$ cat src/rtl/enemy_pkg.sv
// Shared types, screen constants and box-overlap helper for enemy logic.
package enemy_pkg;

    typedef enum logic [1:0] {
        WALK_R,
        WALK_L,
        SQUASHED,
        GONE
    } enemy_state_t;

    localparam int unsigned SCREEN_W = 640;
    localparam int unsigned SPR_W    = 16;
    localparam int unsigned SPR_H    = 24;

    // Axis-aligned overlap of two boxes of size w x h; sums are 12-bit so
    // edges near 2047 do not wrap.
    function automatic logic overlap16x24(
        input logic [10:0] ax,
        input logic [10:0] ay,
        input logic [10:0] bx,
        input logic [10:0] by,
        input logic [11:0] w = 12'd16,
        input logic [11:0] h = 12'd24
    );
        logic [11:0] ax_e, ay_e, bx_e, by_e;
        ax_e = {1'b0, ax};
        ay_e = {1'b0, ay};
        bx_e = {1'b0, bx};
        by_e = {1'b0, by};
        return (ax_e < bx_e + w) && (bx_e < ax_e + w) &&
               (ay_e < by_e + h) && (by_e < ay_e + h);
    endfunction

endpackage

$ cat src/rtl/enemy_controller_sprite_hit.sv
// Registered "pixel inside box" test, one Clk of latency.
module sprite_hit #(
    parameter int unsigned W = 16,
    parameter int unsigned H = 24
) (
    input  logic        i_clk,
    input  logic        i_reset,
    input  logic [9:0]  i_draw_x,
    input  logic [9:0]  i_draw_y,
    input  logic [10:0] i_x,
    input  logic [10:0] i_y,
    input  logic        i_en,
    output logic        o_hit
);

    logic [10:0] w_dx;
    logic [10:0] w_dy;
    logic        r_hit;

    // Unsigned difference also rejects pixels left of / above the box.
    assign w_dx = {1'b0, i_draw_x} - i_x;
    assign w_dy = {1'b0, i_draw_y} - i_y;

    // Register the box test to line up with the registered colour path.
    always_ff @(posedge i_clk) begin
        if (i_reset) begin
            r_hit <= 1'b0;
        end else begin
            r_hit <= i_en && (w_dx < 11'(W)) && (w_dy < 11'(H));
        end
    end

    assign o_hit = r_hit;

endmodule

$ cat src/rtl/enemy_controller.sv
// Enemy patrol, stomp/kill collision and sprite flag, updated once per frame.
module enemy_controller
    import enemy_pkg::*;
#(
    parameter logic [10:0] START_X       = 11'd400,
    parameter logic [10:0] MIN_X         = 11'd320,
    parameter logic [10:0] MAX_X         = 11'd560,
    parameter logic [10:0] ENEMY_Y       = 11'd400,
    parameter logic [10:0] STEP          = 11'd1,
    parameter int unsigned SPR_W         = 16,
    parameter int unsigned SPR_H         = 24,
    parameter int unsigned STOMP_BAND    = 4,
    parameter int unsigned SQUASH_FRAMES = 30
) (
    input  logic        Clk,
    input  logic        Reset,
    input  logic        frame_clk,
    input  logic [9:0]  DrawX,
    input  logic [9:0]  DrawY,
    input  logic [10:0] characterX,
    input  logic [10:0] characterY,
    input  logic [10:0] progress,
    output logic [10:0] enemy1X,
    output logic [10:0] enemy1Y,
    output logic        enemyDir1,
    output logic        enemy1,
    output logic        dead,
    output logic        stomped
);

    localparam int unsigned CNT_W = (SQUASH_FRAMES > 1) ? $clog2(SQUASH_FRAMES) : 1;

    enemy_state_t     r_state, w_state_nx;
    logic [10:0]      r_wx, w_wx_nx;
    logic [CNT_W-1:0] r_sq_cnt, w_sq_cnt_nx;
    logic             r_dir, w_dir_nx;
    logic             r_dead, w_dead_nx;
    logic             r_stomped, w_stomped_nx;
    logic             r_frame_clk_delayed;

    logic             w_fe;
    logic [10:0]      w_sx;
    logic             w_onscreen;
    logic             w_overlap;
    logic             w_stomp_zone;
    logic             w_at_max;
    logic             w_at_min;

    assign w_fe         = frame_clk & ~r_frame_clk_delayed;
    assign w_sx         = r_wx - progress;
    assign w_onscreen   = (r_wx >= progress) && (w_sx < 11'(SCREEN_W));
    assign w_overlap    = w_onscreen &&
                          overlap16x24(characterX, characterY, w_sx, ENEMY_Y,
                                       12'(SPR_W), 12'(SPR_H));
    assign w_stomp_zone = ({1'b0, characterY} + 12'(SPR_H)) <= ({1'b0, ENEMY_Y} + 12'(STOMP_BAND));
    assign w_at_max     = ({1'b0, r_wx} + {1'b0, STEP}) >= {1'b0, MAX_X};
    assign w_at_min     = {1'b0, r_wx} <= ({1'b0, MIN_X} + {1'b0, STEP});

    // Frame-edge detector and all per-frame state.
    always_ff @(posedge Clk) begin
        if (Reset) begin
            r_frame_clk_delayed <= 1'b0;
            r_state             <= WALK_R;
            r_wx                <= START_X;
            r_sq_cnt            <= '0;
            r_dir               <= 1'b0;
            r_dead              <= 1'b0;
            r_stomped           <= 1'b0;
        end else begin
            r_frame_clk_delayed <= frame_clk;
            r_state             <= w_state_nx;
            r_wx                <= w_wx_nx;
            r_sq_cnt            <= w_sq_cnt_nx;
            r_dir               <= w_dir_nx;
            r_dead              <= w_dead_nx;
            r_stomped           <= w_stomped_nx;
        end
    end

    // Next-state: collision first (stomp freezes movement), then patrol.
    always_comb begin
        w_state_nx   = r_state;
        w_wx_nx      = r_wx;
        w_sq_cnt_nx  = r_sq_cnt;
        w_dir_nx     = r_dir;
        w_dead_nx    = r_dead;
        w_stomped_nx = 1'b0;
        if (w_fe) begin
            unique case (r_state)
                WALK_R, WALK_L: begin
                    if (w_overlap && w_stomp_zone && !r_dead) begin
                        w_state_nx   = SQUASHED;
                        w_sq_cnt_nx  = '0;
                        w_stomped_nx = 1'b1;
                    end else begin
                        if (w_overlap) begin
                            w_dead_nx = 1'b1;
                        end
                        if (r_state == WALK_R) begin
                            if (w_at_max) begin
                                w_wx_nx    = MAX_X;
                                w_state_nx = WALK_L;
                                w_dir_nx   = 1'b1;
                            end else begin
                                w_wx_nx = r_wx + STEP;
                            end
                        end else begin
                            if (w_at_min) begin
                                w_wx_nx    = MIN_X;
                                w_state_nx = WALK_R;
                                w_dir_nx   = 1'b0;
                            end else begin
                                w_wx_nx = r_wx - STEP;
                            end
                        end
                    end
                end
                SQUASHED: begin
                    if (r_sq_cnt == CNT_W'(SQUASH_FRAMES - 1)) begin
                        w_state_nx = GONE;
                    end else begin
                        w_sq_cnt_nx = r_sq_cnt + 1'b1;
                    end
                end
                GONE: begin
                end
                default: begin
                    w_state_nx = WALK_R;
                end
            endcase
        end
    end

    sprite_hit #(
        .W (SPR_W),
        .H (SPR_H)
    ) u_sprite_hit (
        .i_clk    (Clk),
        .i_reset  (Reset),
        .i_draw_x (DrawX),
        .i_draw_y (DrawY),
        .i_x      (w_sx),
        .i_y      (ENEMY_Y),
        .i_en     ((r_state != GONE) && w_onscreen),
        .o_hit    (enemy1)
    );

    assign enemy1X   = w_sx;
    assign enemy1Y   = ENEMY_Y;
    assign enemyDir1 = r_dir;
    assign dead      = r_dead;
    assign stomped   = r_stomped;

endmodule

$ cat config.mk
export PLATFORM = sky130hd
export DESIGN_NAME = enemy_controller
export DESIGN_NICKNAME = d
export VERILOG_FILES = /design/src/rtl/enemy_pkg.sv /design/src/rtl/enemy_controller_sprite_hit.sv /design/src/rtl/enemy_controller.sv
export SDC_FILE = /design/constraint.sdc
export NUM_CORES = 1
export LEC_CHECK = 0
export ABC_CLOCK_PERIOD_IN_PS = 6000
export CAP_MARGIN = 10
export CORE_MARGIN = 3
export CORE_UTILIZATION = 45
export CTS_CLUSTER_DIAMETER = 30
export CTS_CLUSTER_SIZE = 14
export DETAILED_ROUTE_END_ITERATION = 12
export GPL_TIMING_DRIVEN = 0
export PLACE_DENSITY_LB_ADDON = 0.25
export SLEW_MARGIN = 20
export SYNTH_ARGS = -nofsm -noshare
export SYNTH_HDL_FRONTEND = slang
export SYNTH_SLANG_ARGS = --single-unit
export TNS_END_PERCENT = 50
$ cat constraint.sdc
create_clock -name Clk -period 6 [get_ports Clk]
set_input_delay 1.2 -clock Clk [delete_from_list [all_inputs] [get_ports Clk]]
set_output_delay 1.2 -clock Clk [all_outputs]
set_load 0.03 [all_outputs]
==> summary by stage, run 1 <==
Setup path
The worst setup slack for register-to-register paths is 1030 ps. The number of buffers and inverters on the critical path is 2. The startpoint-to-endpoint class of the critical path is in2reg. For this design, the slowest cell found on the critical path is sky130_fd_sc_hd__xnor2_1. The category of cells accounting for the largest share of critical-path delay is compound AO/OA/AOI/OAI gates. The type of origin of the critical path is a primary input. The top fanout value on the critical path is 10. The required time at the worst-slack endpoint is 6140 ps. The largest single stage delay on the critical path is 560 ps. The arrival time of the worst setup path is 5790 ps. The worst setup path is captured at a register. Traced cell by cell, the critical path runs through clkdlybuf4s50_1 > inv_1 > ha_1 > o211ai_2 > a21oi_1 > nor2_1 > xnor2_1 > ha_1 > nand3_1 > xnor2_1 > ha_1 > o211ai_1 > nor2_1 > a2111oi_0 > a21oi_1 > a2111oi_4 > nand3_2 > o211ai_1 > a21oi_1.

Timing
The slew of the pin with the lowest slew margin is 690 ps. The clock tree skew after final layout is 4.66 ps. After layout, the minimum clock period comes to 5650 ps. The ratio of final minimum period to clock period is 94.2%. After routing, the total negative slack on setup checks comes to 0 ps. The final count of pins violating max slew is 0.

The worst path meets setup with 347 ps of slack. The final number of hold-violating endpoints is 0. Setup repair after global routing left no endpoint under its margin. Static timing analysis puts the maximum clock frequency at 0.177 GHz. The relative max-transition margin is 53.7%. Setup violations remaining at the end of the flow were counted as 0.

Logic synthesis
After technology mapping, the gate count stands at 483. The number of warning messages in the yosys log is 0. After synthesis, the mean cell area works out to 7.48 µm². The synthesized netlist occupies a cell area of 3610 µm². The proportion of netlist area held by the largest area contributor is 16.6%. Counting flops and latches in the post-synthesis netlist gives 23. The count of unique library cells instantiated by Yosys is 75. The most frequently used flop master after synthesis is sky130_fd_sc_hd__dfxtp_1. The synthesized design contains 0 enable-type register cells. Summed over all instances, the cell type with the most area after synthesis is sky130_fd_sc_hd__ha_1. The sequential-to-total area share from yosys stat is 12.8%. The async set-or-reset flop fraction in the synthesized netlist is 0%.

Yosys attributes the largest share of cell area to sky130_fd_sc_hd__ha_1 17%, sky130_fd_sc_hd__dfxtp_1 13%, sky130_fd_sc_hd__a21oi_1 5.7%.

CTS
The number of buffers between clock root and the deepest sink is 2. The cts-stage hold buffer count is 0. The CTS buffer count is 3. The number of clock sinks seen by CTS is 23. The clock transition time at the flip-flop clock pins of the worst setup and hold paths is 90 ps. The cell sitting at the root of the clock tree is a sky130_fd_sc_hd__clkbuf_8.

The CTS tree is done. In this run the post-CTS setup repair buffer count came out at 0. In this run the number of H-tree levels came out at 1. The number of cells upsized or downsized after cts is 0. The worst-skew pair later-pin latency is 280 ps.

Placement
Port buffering added 67 buffers. At the placement stage, the worst setup path has a slack of 24.1 ps. At the end of routability-driven placement, the weighted congestion stood at 0.945.

After legalization and detailed placement, the total HPWL measured 7.99 mm.

Global route
The leftover overflow at the end of global routing is 0. The global-route total usage across every layer is 21.9%. The number of global-route vias before repair is 3452. The first global-routing pass estimated 16.4 mm of wire. The initial antenna violation count came to 0. Entering global routing, the biggest net connects 14 pins.

Route
For this run, the detailed router's first-pass iteration total came to 5. After detailed routing, the number of vias per cell comes to 5.75. Wires add up to 10.0 mm. The number of DRC markers in iteration 0 is 238. The detailed router placed 3824 vias in this run. The routed wirelength normalized by instance count is 15.1 µm.

The post-detailed-route DRC marker count is 0. The number of routed nets with antenna violations is 0.

Die
The die is 95.6 µm tall. The number of I/O pins is 82. The die covers 9140 µm². The starting density of the core is 46.5%. The area of the placeable core is 7770 µm².

Measured along the x axis, the die boundary spans 95.6 µm. In this run the core area contains 32 standard-cell rows.

Final layout
The commonest non-fill, non-tap cell in the layout is sky130_fd_sc_hd__clkdlybuf4s50_1. The library cells used most frequently in the layout, excluding fill and tap cells, are 67 x sky130_fd_sc_hd__clkdlybuf4s50_1, 48 x sky130_fd_sc_hd__ha_1, 41 x sky130_fd_sc_hd__inv_1, 41 x sky130_fd_sc_hd__a21oi_1, 35 x sky130_fd_sc_hd__nor2_1. The repair_antennas step left the layout with diodes totalling 0. The area growth from synthesis to layout is 24.5%.

For this run, the post-layout net count is 669. The fraction of final layout cells sized beyond drive strength 1 is 8.70%.

Pwr
The leakage dissipation is 0.00183 µW. The maximum vdd drop is 0.0000681 V. Overall power consumption after layout is estimated at 606 µW. The ratio of total power to cell area is 135 nW/µm².

Outcome
The run finished with clean final reports.

Worst hold path
The path type of the worst min-delay path is reg2reg.

Flow run
The number of max-capacitance violations reported is 0.
==> cell usage after synthesis (3+ instances only) <==
library cell	number
sky130_fd_sc_hd__ha_1	48
sky130_fd_sc_hd__a21oi_1	41
sky130_fd_sc_hd__inv_1	41
sky130_fd_sc_hd__nor2_1	35
sky130_fd_sc_hd__nand2_1	31
sky130_fd_sc_hd__dfxtp_1	23
sky130_fd_sc_hd__nand3_1	22
sky130_fd_sc_hd__o21ai_0	20
sky130_fd_sc_hd__nor3_1	17
sky130_fd_sc_hd__xnor2_1	14
sky130_fd_sc_hd__buf_4	12
sky130_fd_sc_hd__nand4_1	12
sky130_fd_sc_hd__nand2b_1	11
sky130_fd_sc_hd__xor2_1	10
sky130_fd_sc_hd__a31oi_1	9
sky130_fd_sc_hd__clkbuf_1	9
sky130_fd_sc_hd__o211ai_1	9
sky130_fd_sc_hd__a21o_1	8
sky130_fd_sc_hd__nor4_1	8
sky130_fd_sc_hd__and3_1	7
sky130_fd_sc_hd__nor2b_1	6
sky130_fd_sc_hd__a211oi_1	5
sky130_fd_sc_hd__buf_2	5
sky130_fd_sc_hd__a2111oi_0	4
sky130_fd_sc_hd__o21a_1	4
sky130_fd_sc_hd__o32ai_1	4
sky130_fd_sc_hd__a211oi_2	3
sky130_fd_sc_hd__and2_1	3
sky130_fd_sc_hd__mux2i_1	3
sky130_fd_sc_hd__o211ai_2	3
sky130_fd_sc_hd__o22ai_1	3
==> layout make-up <==
cell class / count / area [µm²]
clock inverters: 1 / 5.00
clock buffers: 3 / 41.3
plain buffers: 28 / 164
inverters: 42 / 158
repair buffers: 67 / 671
multi-input cells: 399 / 2870
well taps: 102 / 128
flip-flops and latches: 23 / 460
fillers: 758 / 3270
==> worst paths after layout <==
| path | from | to | cells past startpoint |
|---|---|---|---|
| setup reg to reg | r_wx[0]$_SDFFE_PP0P_ | r_sq_cnt[0]$_SDFFE_PP0P_ | 19 |
| setup / recovery | progress[2] | r_sq_cnt[0]$_SDFFE_PP0P_ | 19 |
| hold / removal | dead$_SDFFE_PP0P_ | dead$_SDFFE_PP0P_ | 1 |
| hold reg to reg | dead$_SDFFE_PP0P_ | dead$_SDFFE_PP0P_ | 1 |
==> registers in the layout, summed over array words and instances (netlist names) <==
register             cells
dead                     1
u_sprite_hit.o_hit       1
r_sq_cnt                 5
stomped                  1
r_wx                    11
enemyDir1                1
r_state                  2
r_frame_clk_delayed      1
==> layer usage <==
metal	vias up	wire length, µm	track usage (%)
met2	140	4630	37.5
met4	0	95	2.61
met3	12	667	2.37
li1	1924	-	-
met1	1748	4620	30.5
met5	-	0	0
==> logic make-up after synthesis <==
| family | count (synthesis) | synth area share, % |
|---|---|---|
| multiplexers | 4 | 1.14 |
| XOR/XNOR | 25 | 6.27 |
| buffers and inverters | 70 | 8.90 |
| flip-flops | 23 | 12.8 |
| AO/OA/AOI/OAI | 144 | 29.0 |
| other | 2 | 0.208 |
| AND/OR/NAND/NOR | 166 | 24.5 |
| adder cells (fa/ha/maj) | 49 | 17.2 |
==> power by group <==
group          internal [µW]  switching, µW  total (µW)
clock network           46.6           58.6         105
registers                155           2.50         157
logic                    152            191         343
==> worst reg2reg max path, delay by kind of cell (launching register included) <==
kind | cells | cell delay [ps]
buffers and inverters | 2 | 460
XOR/XNOR | 2 | 730
AO/OA/AOI/OAI | 7 | 1640
AND/OR/NAND/NOR | 5 | 760
adder cells (fa/ha/maj) | 3 | 880
flip-flops | 1 | 370
==> per-stage QoR <==
step / hold slack [ps] / cell area (µm²) / util, % / std cells
after floorplan: 493 / 3640 / - / 492
after global placement: 495 / 4440 / 57.2 / 661
after detailed placement: 510 / 4440 / 57.2 / 661
after CTS: 532 / 4490 / 57.8 / 665
after global routing: 567 / 4500 / 57.9 / 665
final: 521 / 4500 / 57.9 / 665
No activity file was read; power rests on OpenSTA's default activity.
==> run 2: changes to the inputs <==
ABC_AREA = 0   (was default)
==> results of run 2 <==
Same layout as run 1: the final DEF is identical, and so are final timing and power.
